`src/rtl/tl_defs.sv`:
```
// rtl/tl_defs.sv - shared phase encodings, lamp codes and lamp decode for the traffic-light controller
package tl_defs;

  typedef enum logic [2:0] {
    S0 = 3'd0,  // A green
    S1 = 3'd1,  // A yellow after green
    S2 = 3'd2,  // A left
    S3 = 3'd3,  // A yellow after left
    S4 = 3'd4,  // B green
    S5 = 3'd5,  // B yellow after green
    S6 = 3'd6,  // B left
    S7 = 3'd7   // B yellow after left
  } phase_t;

  typedef enum logic [1:0] {
    GREEN  = 2'd0,
    YELLOW = 2'd1,
    LEFT   = 2'd2,
    RED    = 2'd3
  } lamp_t;

  typedef struct packed {
    lamp_t la;
    lamp_t lb;
  } lamps_t;

  // Road A owns S0..S3, road B owns S4..S7; the idle road is always red.
  function automatic lamps_t lamp_decode(input phase_t s);
    lamps_t l;
    l.la = RED;
    l.lb = RED;
    case (s)
      S0:      l.la = GREEN;
      S1, S3:  l.la = YELLOW;
      S2:      l.la = LEFT;
      S4:      l.lb = GREEN;
      S5, S7:  l.lb = YELLOW;
      S6:      l.lb = LEFT;
      default: ;
    endcase
    return l;
  endfunction

endpackage

```
`src/rtl/tl_phase_timer.sv`:
```
// rtl/tl_phase_timer.sv - per-phase dwell counter with clear and enable
module tl_phase_timer #(
  parameter int TW = 8
) (
  input  logic          clk,
  input  logic          reset_n,
  input  logic          en,
  input  logic          clr,
  output logic [TW-1:0] tmr
);

  // Count enabled cycles in the current phase; clear wins over increment.
  always_ff @(posedge clk) begin
    if (!reset_n) begin
      tmr <= '0;
    end else if (en) begin
      if (clr) tmr <= '0;
      else     tmr <= tmr + 1'b1;
    end
  end

endmodule

```
`src/rtl/tl_cntr_timed.sv`:
```
// rtl/tl_cntr_timed.sv - timed eight-phase traffic-light controller with protected left turns
module tl_cntr_timed
  import tl_defs::*;
#(
  parameter int MIN_GREEN   = 4,
  parameter int MAX_GREEN   = 10,
  parameter int YELLOW_TIME = 2,
  parameter int TW          = 8
) (
  input  logic       clk,
  input  logic       reset_n,
  input  logic       en,
  input  logic       Ta,
  input  logic       Tal,
  input  logic       Tb,
  input  logic       Tbl,
  output logic [1:0] La,
  output logic [1:0] Lb,
  output logic [2:0] q,
  output logic       phase_start
);

  localparam logic [TW-1:0] MIN_LAST = TW'(MIN_GREEN - 1);
  localparam logic [TW-1:0] MAX_LAST = TW'(MAX_GREEN - 1);
  localparam logic [TW-1:0] YEL_LAST = TW'(YELLOW_TIME - 1);

  phase_t        state;
  phase_t        nxt;
  logic [TW-1:0] tmr;
  logic          sensor;
  logic          is_green;
  logic          phase_exit;
  lamps_t        lamps;

  tl_phase_timer #(.TW(TW)) u_timer (
    .clk     (clk),
    .reset_n (reset_n),
    .en      (en),
    .clr     (phase_exit),
    .tmr     (tmr)
  );

  // Pick the demand sensor that can extend the current green/left phase.
  always_comb begin
    sensor   = 1'b0;
    is_green = 1'b0;
    case (state)
      S0: begin sensor = Ta;  is_green = 1'b1; end
      S2: begin sensor = Tal; is_green = 1'b1; end
      S4: begin sensor = Tb;  is_green = 1'b1; end
      S6: begin sensor = Tbl; is_green = 1'b1; end
      default: ;
    endcase
  end

  // Exit decision: greens leave on no demand after the minimum or at the hard maximum.
  always_comb begin
    if (is_green)
      phase_exit = ((tmr >= MIN_LAST) && !sensor) || (tmr == MAX_LAST);
    else
      phase_exit = (tmr == YEL_LAST);
  end

  // Successor phase; left phases are skipped when no left demand at the yellow exit.
  always_comb begin
    nxt = S0;
    case (state)
      S0: nxt = S1;
      S1: nxt = Tal ? S2 : S4;
      S2: nxt = S3;
      S3: nxt = S4;
      S4: nxt = S5;
      S5: nxt = Tbl ? S6 : S0;
      S6: nxt = S7;
      S7: nxt = S0;
      default: nxt = S0;
    endcase
  end

  // State and phase_start registers; en low freezes both.
  always_ff @(posedge clk) begin
    if (!reset_n) begin
      state       <= S0;
      phase_start <= 1'b1;
    end else if (en) begin
      if (phase_exit) begin
        state       <= nxt;
        phase_start <= 1'b1;
      end else begin
        phase_start <= 1'b0;
      end
    end
  end

  assign lamps = lamp_decode(state);
  assign La    = lamps.la;
  assign Lb    = lamps.lb;
  assign q     = state;

endmodule
```
`config.mk`:
```
export PLATFORM = sky130hd
export DESIGN_NAME = tl_cntr_timed
export DESIGN_NICKNAME = d
export VERILOG_FILES = /design/src/rtl/tl_defs.sv /design/src/rtl/tl_phase_timer.sv /design/src/rtl/tl_cntr_timed.sv
export SDC_FILE = /design/constraint.sdc
export NUM_CORES = 1
export LEC_CHECK = 0
export ABC_AREA = 1
export ABC_CLOCK_PERIOD_IN_PS = 2520
export BUFFER_PORTS_ARGS = -buffer_cell sky130_fd_sc_hd__buf_2
export CORE_ASPECT_RATIO = 0.5
export CORE_MARGIN = 2
export CORE_UTILIZATION = 25
export DETAILED_ROUTE_END_ITERATION = 7
export PLACE_DENSITY = 0.42
export SLEW_MARGIN = 20
export SYNTH_ARGS = -nofsm -noshare
export SYNTH_HDL_FRONTEND = slang
export SYNTH_SLANG_ARGS = --single-unit
```
`constraint.sdc`:
```
create_clock -name clk -period 2.52 [get_ports clk]
set_input_delay 0.126 -clock clk [delete_from_list [all_inputs] [get_ports clk]]
set_output_delay 0.126 -clock clk [all_outputs]
set_load 0.01 [all_outputs]
```
After elaboration in Yosys (flattened, before gate mapping)

Cells that the tools add are included.

Input bits: 7
Bits in registers: 12

Reduce and logical (&&, ||, !) cells: 8
Mux-type cells: 10
Add/sub/neg operators: 1
Eq/ne operators: 9
Order comparisons: 1

Operator list:

| cell                                                               | count |
|---|---|
| one-hot mux 3 bit (8 select lines)                                 | 1 |
| equality test 3 bit (second input constant)                        | 4 |
| one-hot mux 2 bit (3 select lines)                                 | 2 |
| adder 8 x 1 -> 8 bit (second input constant)                       | 1 |
| equality test 8 x 1 -> 1 bit (second input constant)               | 1 |
| equality test 8 x 4 -> 1 bit (second input constant)               | 1 |
| greater-or-equal comparator 8 x 2 -> 1 bit (second input constant) | 1 |
| two-way mux 8 bit                                                  | 1 |
| equality test 3 x 2 -> 1 bit (second input constant)               | 2 |
| two-way mux 3 bit                                                  | 2 |
| one-hot mux 1 bit (4 select lines)                                 | 1 |
| OR reduction 2 bit                                                 | 2 |
| OR reduction 4 bit                                                 | 1 |
| equality test 3 x 1 -> 1 bit (second input constant)               | 1 |
| logical NOT 3 bit                                                  | 1 |
| two-way mux 1 bit                                                  | 3 |
| AND reduction 2 bit                                                | 1 |
| logical AND 1 bit                                                  | 1 |
| logical NOT 1 bit                                                  | 1 |
| logical OR 1 bit                                                   | 1 |

Longest topological paths before layout

Gate-level depths: netlist of run 1.

Word-level depth: 7
Gate-level depth with buffers: 11
Depth with buffers taken out: 11

Modules after synthesis

From an unflattened synthesis of run 1, not the netlist that was laid out.

Cell total of the unflattened synthesis: 121
Area total of the unflattened synthesis: 729.4 um^2

By module, submodules not included:

| module         | area an instance (um^2) | sequential area each (um^2) | cells each | instances |
|---|---|---|---|---|
| tl_phase_timer | 377.9                   | 160.2                       | 55         | 1 |
| tl_cntr_timed  | 351.6                   | 80.1                        | 66         | 1 |

Least setup slack after synthesis of run 1

Ideal clock, no wire load.

Path type: register to register
Start point: register u_timer.tmr[0]
End point: register u_timer.tmr[6]
Buffers on the path: 0
Required time: 2.405 ns
Setup slack: 1.275 ns
Cell stages (with the launch flop): 7
Data arrival time: 1.130 ns
Cell sequence: dfxtp_1 -> ha_1 -> nand4_1 -> or2_1 -> nor2_1 -> xnor2_1 -> nor2_1

Longest elaborated chain between the ends: 5

Ends and longest elaborated chain:

| what                                       | line                 | text |
|---|---|---|
| from (decl)                                | tl_phase_timer.sv:9  | `output logic [TW-1:0] tmr` |
| from (signal assigned)                     | tl_phase_timer.sv:18 | `else tmr <= tmr + 1'b1;` |
| greater-or-equal comparator 8 x 2 -> 1 bit | tl_cntr_timed.sv:59  | `phase_exit = ((tmr >= MIN_LAST) && !sensor) \|\| (tmr == MAX_LAST);` |
| logical AND 1 bit                          | tl_cntr_timed.sv:59  |  |
| logical OR 1 bit                           | tl_cntr_timed.sv:59  |  |
| two-way mux 1 bit                          | tl_cntr_timed.sv:58  | `if (is_green)` |
| two-way mux 8 bit (*)                      | tl_phase_timer.sv:17 | `if (clr) tmr <= '0;` |

Every way passes the cells marked *; elsewhere a longest branch is shown, timed or not.
A chain may end at the register's enable or synchronous reset.

Worst setup path after layout of run 1

Start point: register u_timer.tmr[1]
End point: register u_timer.tmr[7]

The elaborated chain is that of the path after synthesis.

==> results of run 1 <==
[sequential cells by signal (all words and copies together), names as in the netlist]
name / cells
phase_start: 1
u_timer.tmr: 8
q: 3
[layer usage]
metal / track usage (%) / vias to the layer above / wire length, um
li1: - / 374 / -
met2: 15.1 / 14 / 590
met3: 5.22 / 2 / 96
met5: 0 / - / 0
met4: 4.07 / 0 / 20
met1: 13.1 / 277 / 815
[cell type report]
| type | instances | area (um^2) |
|---|---|---|
| Clock buffer | 3 | 41.3 |
| Multi-Input combinational cell | 84 | 409 |
| Inverter | 14 | 52.6 |
| Sequential cell | 12 | 240 |
| Timing Repair Buffer | 14 | 70.1 |
| Tap cell | 37 | 46.3 |
| Fill cell | 321 | 1810 |
[power groups by stage]
stage / Clock (mW) / Combinational [mW] / Sequential, mW
final: 0.173 / 0.0503 / 0.203
after global routing: 0.193 / 0.0590 / 0.204
after CTS: 0.179 / 0.0514 / 0.203
after detailed placement: 0 / 0.0514 / 0.207
after global placement: 0 / 0.0513 / 0.207
after floorplan: 0 / 0.0347 / 0.206
[cell families after synthesis]
| group | after synthesis |
|---|---|
| adder cells (fa/ha/maj) | 2 |
| XOR/XNOR | 4 |
| buffers and inverters | 16 |
| flip-flops | 12 |
| AND/OR/NAND/NOR | 68 |
| AO/OA/AOI/OAI | 10 |
[critical path: cells and delay by family (launching register included)]
kind | cells | cell delay [ns]
DFF | 1 | 0.38
buffers and inverters | 1 | 0.05
adders and majority gates | 1 | 0.21
and+or+nand+nor | 8 | 0.62
[cell usage after synthesis]
master and n:
o21ai_1 1, nor2_1 24, nor3_2 1, nand4_1 1
buf_6 1, buf_2 1, or2_1 1, a21oi_1 5
inv_1 13, nand2_4 3, nand2_1 30, nand3_1 8
xnor2_1 1, o21ai_0 4, dfxtp_1 12, xor2_1 3
ha_1 2, inv_2 1
[path summary, 6_finish.rpt]
path,slack (ns),cells after the start,from,end
max,1.16,10,u_timer.tmr[1],u_timer.tmr[7]
min,0.13,2,reset_n,phase_start
max reg2reg,1.16,10,u_timer.tmr[1],u_timer.tmr[7]
min reg2reg,0.48,2,phase_start,phase_start
[per-stage QoR]
stage | setup WS (ns) | cell area (um^2)
floorplan | 1.28 | 718
global placement | 1.14 | 818
detailed placement | 1.16 | 818
CTS | 1.15 | 860
global route | 0.995 | 860
finish | 1.16 | 860
==> out/metrics.cfg, run 1 <==
[outcome]
status = completed

[yosys]
synth.area.mux_share_pct = 0
yosys.area.top_type = dfxtp_1
ys_seq_area_share_pct = 33.4
postSynthAreaPerCell_um2 = 6.41
synth_cell_types = 18
ys_ff_latch = 12
synth_xor_area_share_pct = 4.88
yosys.area_share.simple_pct = 41.6
yosys-top-cells-area = dfxtp_1 (33%), nand2_1 (16%), nor2_1 (13%)
synth_compound_area_share_pct = 6.97
synth_top_family_by_area = simple AND/OR/NAND/NOR gates
syn_area_um2 = 718
synth.top_cell.area_share_pct = 33.4
ys_warn_count = 0
netlist_instances = 112
synth_fp_nets = 121
synthAdderAreaFrac_pct = 3.48

[pwr]
swShare_pct = 24.6
p_seq_share_pct = 47.7
power.density_nw_per_um2 = 495
p_comb_share_pct = 11.8
p_total_mw = 0.426
internal_power_mw = 0.321
ir_drop_mv = 0.176
p_leak_nw = 0.405
p_clk_share_pct = 40.5
p_switching_mw = 0.105

[die]
die_area_um2 = 3340
rows = 13
die_h_um = 41.9
die_w_um = 79.8
io_pins = 15
initial_core_util_pct = 26.9
core_um2 = 2670

[routing]
drt-total-wl_um = 1520
first_iter_violations = 10
vias = 667
viasPerCell = 4.07
route.detailed.drc = 0
wire_per_inst_um = 9.28
ant_nets = 0
firstDrtPassIters = 4

[final_layout]
fin_cells = 164
final_util_pct = 32.2
layout_common_cells = nand2_1 (30), nor2_1 (24), buf_2 (14)
insertedDiodeCount = 0
areaGrowthSynthToFinish_pct = 19.7
layout_commonest_cell = nand2_1
drive_gt1_share_pct = 17.3
nNetsFinal = 138

[timing]
post-route-period-util_pct = 54.1
hold_ws_ns = 0.132
fin_setup_tns_ns = 0
tightest_slew_ns = 0.286
relSlewSlack_pct = 80.9
slew_viol_final = 0
max_freq_mhz = 733
fin_crit_ns = 1.36
finalHoldViolCount = 0
clock-skew-final_ns = 0.00817
setup_viol = 0
rsz0062_at_grt = false

[place]
hpwl_um = 1190
dp.cells = 161
port-buffer-count = 14
gp_congestion = 0.790

[grt]
grt_pass1_vias = 596
grt_antenna_before_repair = 0
grt_remaining_overflow = 0
grt_pass1_wl_um = 2640
grt_max_degree = 12
grt.total_usage_pct = 10.4

[setup_path]
max_stage_delay_ns = 0.38
critPathArrivalTime_ns = 1.49
crit_path_start_kind = flop
worstPathCellList = ha_1 > inv_1 > nand2_1 > nor2_1 > nor2_1 > nand2_1 > nand2_4 > nand2_4 > nand2_4 > nor2_1
crit_type = reg -> reg
critPathRequiredTime_ns = 2.65
slowest_stage = dfxtp_1
crit_path_end_kind = flop
cp_max_fo = 8

[cts]
clockBufferDepth = 2
htreeDepth = 1
cts_setup_buffers = 0
insertion_delay_ns = 0.24
cts_tree = built
cts_root_buf = clkbuf_8
ctsHoldBuffers = 0
clkTransAtPathRegs_ns = 0.05
clock_sinks = 12
cts_resized = 0
cts_made_buffers = 3

[job]
maxCapViolations = 0

[min_path]
hold_path.class = in -> reg

No activity file was read; power rests on OpenSTA's default activity.
==> run 2, diff against run 1 <==
ABC_CLOCK_PERIOD_IN_PS = 1200   (was 2520)
PLACE_DENSITY = 0.43   (was 0.42)
clock period = 1.2 ns   (was 2.52 ns; I/O delays follow)
==> out/metrics.cfg, run 2 (synthesis results as in run 1) <==
[die]
core_um2 = 2670
io_pins = 15
die_area_um2 = 3340
initial_core_util_pct = 26.9
rows = 13
die_h_um = 41.9
die_w_um = 79.8

[final_layout]
fin_cells = 179
areaGrowthSynthToFinish_pct = 46.9
largest_register_ffs = 8
nNetsFinal = 153
insertedDiodeCount = 0
max_flop_register = u_timer.tmr
drive_gt1_share_pct = 38.7
final_util_pct = 39.5
layout_common_cells = nand2_1 (28), nor2_1 (20), buf_2 (14), buf_4 (14), inv_1 (9)
layout_commonest_cell = nand2_1

[place]
gp_congestion = 0.728
port-buffer-count = 14
dp.cells = 174
hpwl_um = 1270

[grt]
grt_max_degree = 9
grt_pass1_vias = 623
grt_remaining_overflow = 0
grt.total_usage_pct = 10.7
grt_pass1_wl_um = 2640
grt_antenna_before_repair = 0

[cts]
insertion_delay_ns = 0.24
cts_root_buf = clkbuf_8
ctsHoldBuffers = 0
cts_made_buffers = 3
htreeDepth = 1
clkTransAtPathRegs_ns = 0.05
clock_sinks = 12
clockBufferDepth = 2
cts_tree = built

[setup_path]
critPathRequiredTime_ns = 1.37
r2r_cells = 10
crit_path_end_kind = flop
crit_path_start_kind = flop
r2r_slack_ns = -0.09
critPathArrivalTime_ns = 1.45
worstReg2RegEnd = u_timer.tmr[0]
crit_type = reg -> reg
cp_max_fo = 8
r2r_start = u_timer.tmr[0]

[min_path]
hold_depth = 2
min_to = phase_start
hold_path.class = in -> reg
hp-start = reset_n

[timing]
slew_viol_final = 0
relSlewSlack_pct = 87.8
post-route-period-util_pct = 107
finalHoldViolCount = 0
fin_crit_ns = 1.29
rsz0062_at_grt = true
worst_slack_ns = -0.0883
setup_viol = 12
clock-skew-final_ns = 0.00714
tightest_slew_ns = 0.181
max_freq_mhz = 776
fin_setup_tns_ns = -0.682

[pwr]
internal_power_mw = 0.696
p_switching_mw = 0.240
p_clk_share_pct = 38.9
swShare_pct = 25.6
p_comb_share_pct = 15.6
p_leak_nw = 0.483
p_seq_share_pct = 45.5
power.density_nw_per_um2 = 888
ir_drop_mv = 0.257

[job]
maxCapViolations = 0

[routing]
firstDrtPassIters = 4
wire_per_inst_um = 9.32
route.detailed.drc = 0
viasPerCell = 4.19
ant_nets = 0
vias = 750
drt-total-wl_um = 1670
first_iter_violations = 9

[outcome]
violations = negative setup slack
status = finished, violations left

## run 2: cell types whose count changed in the layout (fill, tap and decap cells not counted), sizes merged
cell / delta
buf: +15
## run 2: worst max-delay path by stage
| stage | from | end | slack (ns) | depth (start not counted) |
|---|---|---|---|---|
| 2_1_floorplan | u_timer.tmr[1] | u_timer.tmr[6] | 0.0006 | 6 |
| 3_3_place_gp | u_timer.tmr[1] | u_timer.tmr[7] | -0.08 | 9 |
| 3_5_place_dp | u_timer.tmr[1] | u_timer.tmr[0] | -0.09 | 10 |
| 4_1_cts | u_timer.tmr[1] | u_timer.tmr[0] | -0.08 | 10 |
| 5_1_grt | u_timer.tmr[0] | u_timer.tmr[0] | -0.17 | 10 |
| 6_report | u_timer.tmr[0] | u_timer.tmr[0] | -0.09 | 10 |
## run 2: per-stage QoR
| step | instance area, um^2 | power (mW) | hold slack, ns | worst slack, ns |
|---|---|---|---|---|
| 2_1_floorplan | 737 | 0.511 | 0.144 | 0.000641 |
| 3_3_place_gp | 932 | 0.562 | 0.324 | -0.0842 |
| 3_5_place_dp | 932 | 0.562 | 0.322 | -0.0919 |
| 4_1_cts | 990 | 0.944 | 0.0882 | -0.0834 |
| 5_1_grt | 1050 | 0.988 | 0.112 | -0.168 |
| 6_report | 1050 | 0.936 | 0.0884 | -0.0883 |
## run 2: worst max-delay path, cell delays in order (launching register included)
cell,delay (ns)
dfxtp_4,0.36
ha_4,0.16
inv_2,0.04
nand2_2,0.04
nor2_2,0.08
nor2_1,0.05
nand2_1,0.09
nand2_4,0.10
nand2_8,0.10
nand2_8,0.08
a21oi_4,0.11
## run 2: per-layer routing
layer,vias up,track usage (%),routed length (um)
met1,322,12.3,827
met5,-,0,0
li1,406,-,-
met3,3,4.78,99
met2,19,16.6,733
met4,0,6.10,8
## run 2: timing repair
item / 4_1_cts / 5_1_grt
setup endpoints to repair: 13 / 14
endpoints found under the hold margin: 0 / 0
pin swaps: 1 / 12
gates cloned: 0 / 0
resized for setup: 5 / 17
buffers inserted: 0 / 2
## run 2: cell type report
cell class                 instances  area, um^2
timing repair buffer              29         186
sequential                        12         255
fill                             301        1610
inverter                          14        55.1
multi-input combinational         84         470
tap                               37        46.3
clock buffer                       3        41.3
## run 2: power groups by stage
stage / logic [mW] / registers, mW / clock network, mW
2_1_floorplan: 0.0743 / 0.437 / 0
3_3_place_gp: 0.126 / 0.436 / 0
3_5_place_dp: 0.126 / 0.436 / 0
4_1_cts: 0.132 / 0.429 / 0.383
5_1_grt: 0.165 / 0.428 / 0.395
6_report: 0.146 / 0.426 / 0.364
==> run 3, diff against run 2 <==
CORE_ASPECT_RATIO = 1.75   (was 0.5)
==> out/metrics.cfg, run 3 (synthesis results as in run 1) <==
[setup_path]
slowest_stage = dfxtp_4
crit_type = reg -> reg
crit_path_start_kind = flop
critPathRequiredTime_ns = 1.37
critPathBufInv = 1
critPathArrivalTime_ns = 1.45
max_stage_delay_ns = 0.36
critPathTopFamily = simple AND/OR/NAND/NOR gates
cp_max_fo = 8
worstPathCellList = ha_4 > inv_2 > nand2_1 > nor2_1 > nor2_1 > nand2_1 > nand2_4 > nand2_8 > nand2_8 > a21oi_2
crit_path_end_kind = flop

[place]
pre_cts_slack_ns = -0.151
dp.cells = 164
port-buffer-count = 14
hpwl_um = 1500
post_dp_cell_area_um2 = 920
gp_congestion = 0.697

[outcome]
status = finished, violations left
violations = negative setup slack

[final_layout]
max_flop_register = u_timer.tmr
layout_commonest_cell = nand2_1
fin_cells = 168
areaGrowthSynthToFinish_pct = 46.5
nFillCells = 305
final-seq-area_um2 = 256
layout_common_cells = nand2_1 (29), nor2_1 (19), buf_2 (14)
nNetsFinal = 152
final_area_um2 = 1050
insertedDiodeCount = 0
drive_gt1_share_pct = 39.7
largest_register_ffs = 8
multi_input_area_um2 = 487

[routing]
wl_met3_um = 65
wl_met1_um = 668
firstDrtPassIters = 4
ant_nets = 0
viasPerCell = 4.57
top_layer = met4
wire_per_inst_um = 10.8
route.detailed.drc = 0
first_iter_violations = 16
drt-total-wl_um = 1820
wl_met2_um = 1040
vias = 768

[cts]
insertion_delay_ns = 0.24
clockBufferDepth = 2
cts_root_buf = clkbuf_8
cts_made_buffers = 3
clock_sinks = 12
htreeDepth = 1
cts_tree = built
clkTransAtPathRegs_ns = 0.05

[die]
initial_core_util_pct = 26.4
core_um2 = 2720
die_area_um2 = 3330
die_h_um = 74.9
io_pins = 15
die_w_um = 44.5
rows = 25

[timing]
worst_slack_ns = -0.0731
relSlewSlack_pct = 86.3
setup_viol = 12
post-route-period-util_pct = 106
slew_viol_final = 0
max_freq_mhz = 785
tightest_slew_ns = 0.206
rsz0062_at_grt = true
fin_crit_ns = 1.27
finalHoldViolCount = 0
clock-skew-final_ns = 0.00575

[grt]
grt_max_degree = 9
grt_antenna_before_repair = 0
grt_remaining_overflow = 0
grt_pass1_vias = 738
grt_pass1_wl_um = 3140
grt.total_usage_pct = 13.4

[pwr]
p_leak_nw = 0.481
ir_drop_mv = 0.383
power.density_nw_per_um2 = 887

[min_path]
hold_path.class = in -> reg

[job]
maxCapViolations = 0

==> run 3: path summary, 6_finish.rpt <==
kind | from | end | slack, ns | cells past startpoint
max | u_timer.tmr[0] | u_timer.tmr[0] | -0.07 | 10
min | reset_n | phase_start | 0.11 | 2
max reg2reg | u_timer.tmr[0] | u_timer.tmr[0] | -0.07 | 10
min reg2reg | phase_start | phase_start | 0.48 | 2
==> run 3: stage by stage <==
| stage | TNS, ns | hold WS [ns] | utilization, % | power (mW) |
|---|---|---|---|---|
| final | -0.609 | 0.105 | 38.7 | 0.933 |
| after global placement | -0.332 | 0.324 | 33.8 | 0.563 |
| after floorplan | 0 | 0.144 | - | 0.511 |
| after global routing | -1.97 | 0.132 | 38.7 | 0.981 |
| after CTS | -0.543 | 0.0995 | 37.2 | 0.943 |
| after detailed placement | -0.520 | 0.326 | 33.8 | 0.566 |
==> run 3: area by class of cell <==
type	instances	area share, %
multi-input cells	84	46.3
flip-flops and latches	12	24.4
repair buffers	28	17.0
inverters	14	5.23
clock buffers	3	3.92
well taps	27	3.21
==> run 3: worst reg2reg max path, delay by kind of cell (launching register included) <==
kind | cells | cell delay [ns]
adder cells (fa/ha/maj) | 1 | 0.16
AND/OR/NAND/NOR | 7 | 0.54
buffers and inverters | 1 | 0.04
AO/OA/AOI/OAI | 1 | 0.11
flip-flops | 1 | 0.36
==> run 3: timing repair <==
action / 4_1_cts / 5_1_grt
pin swaps: 4 / 7
buffers inserted: 0 / 1
hold buffers: 0 / 0
endpoints found under the setup margin: 12 / 14
gates cloned: 0 / 0
gates resized for setup: 15 / 10
==> run 3: per-layer routing <==
metal	global-route usage (%)	vias to the layer above
li1	-	402
met1	12.7	344
met2	25.6	17
met3	2.16	5
met4	8.08	0
met5	0	-
==> run 3: where the power goes <==
| part | switching, mW | internal [mW] |
|---|---|---|
| Clock | 0.141 | 0.221 |
| Combinational | 0.0808 | 0.0641 |
| Sequential | 0.0159 | 0.411 |
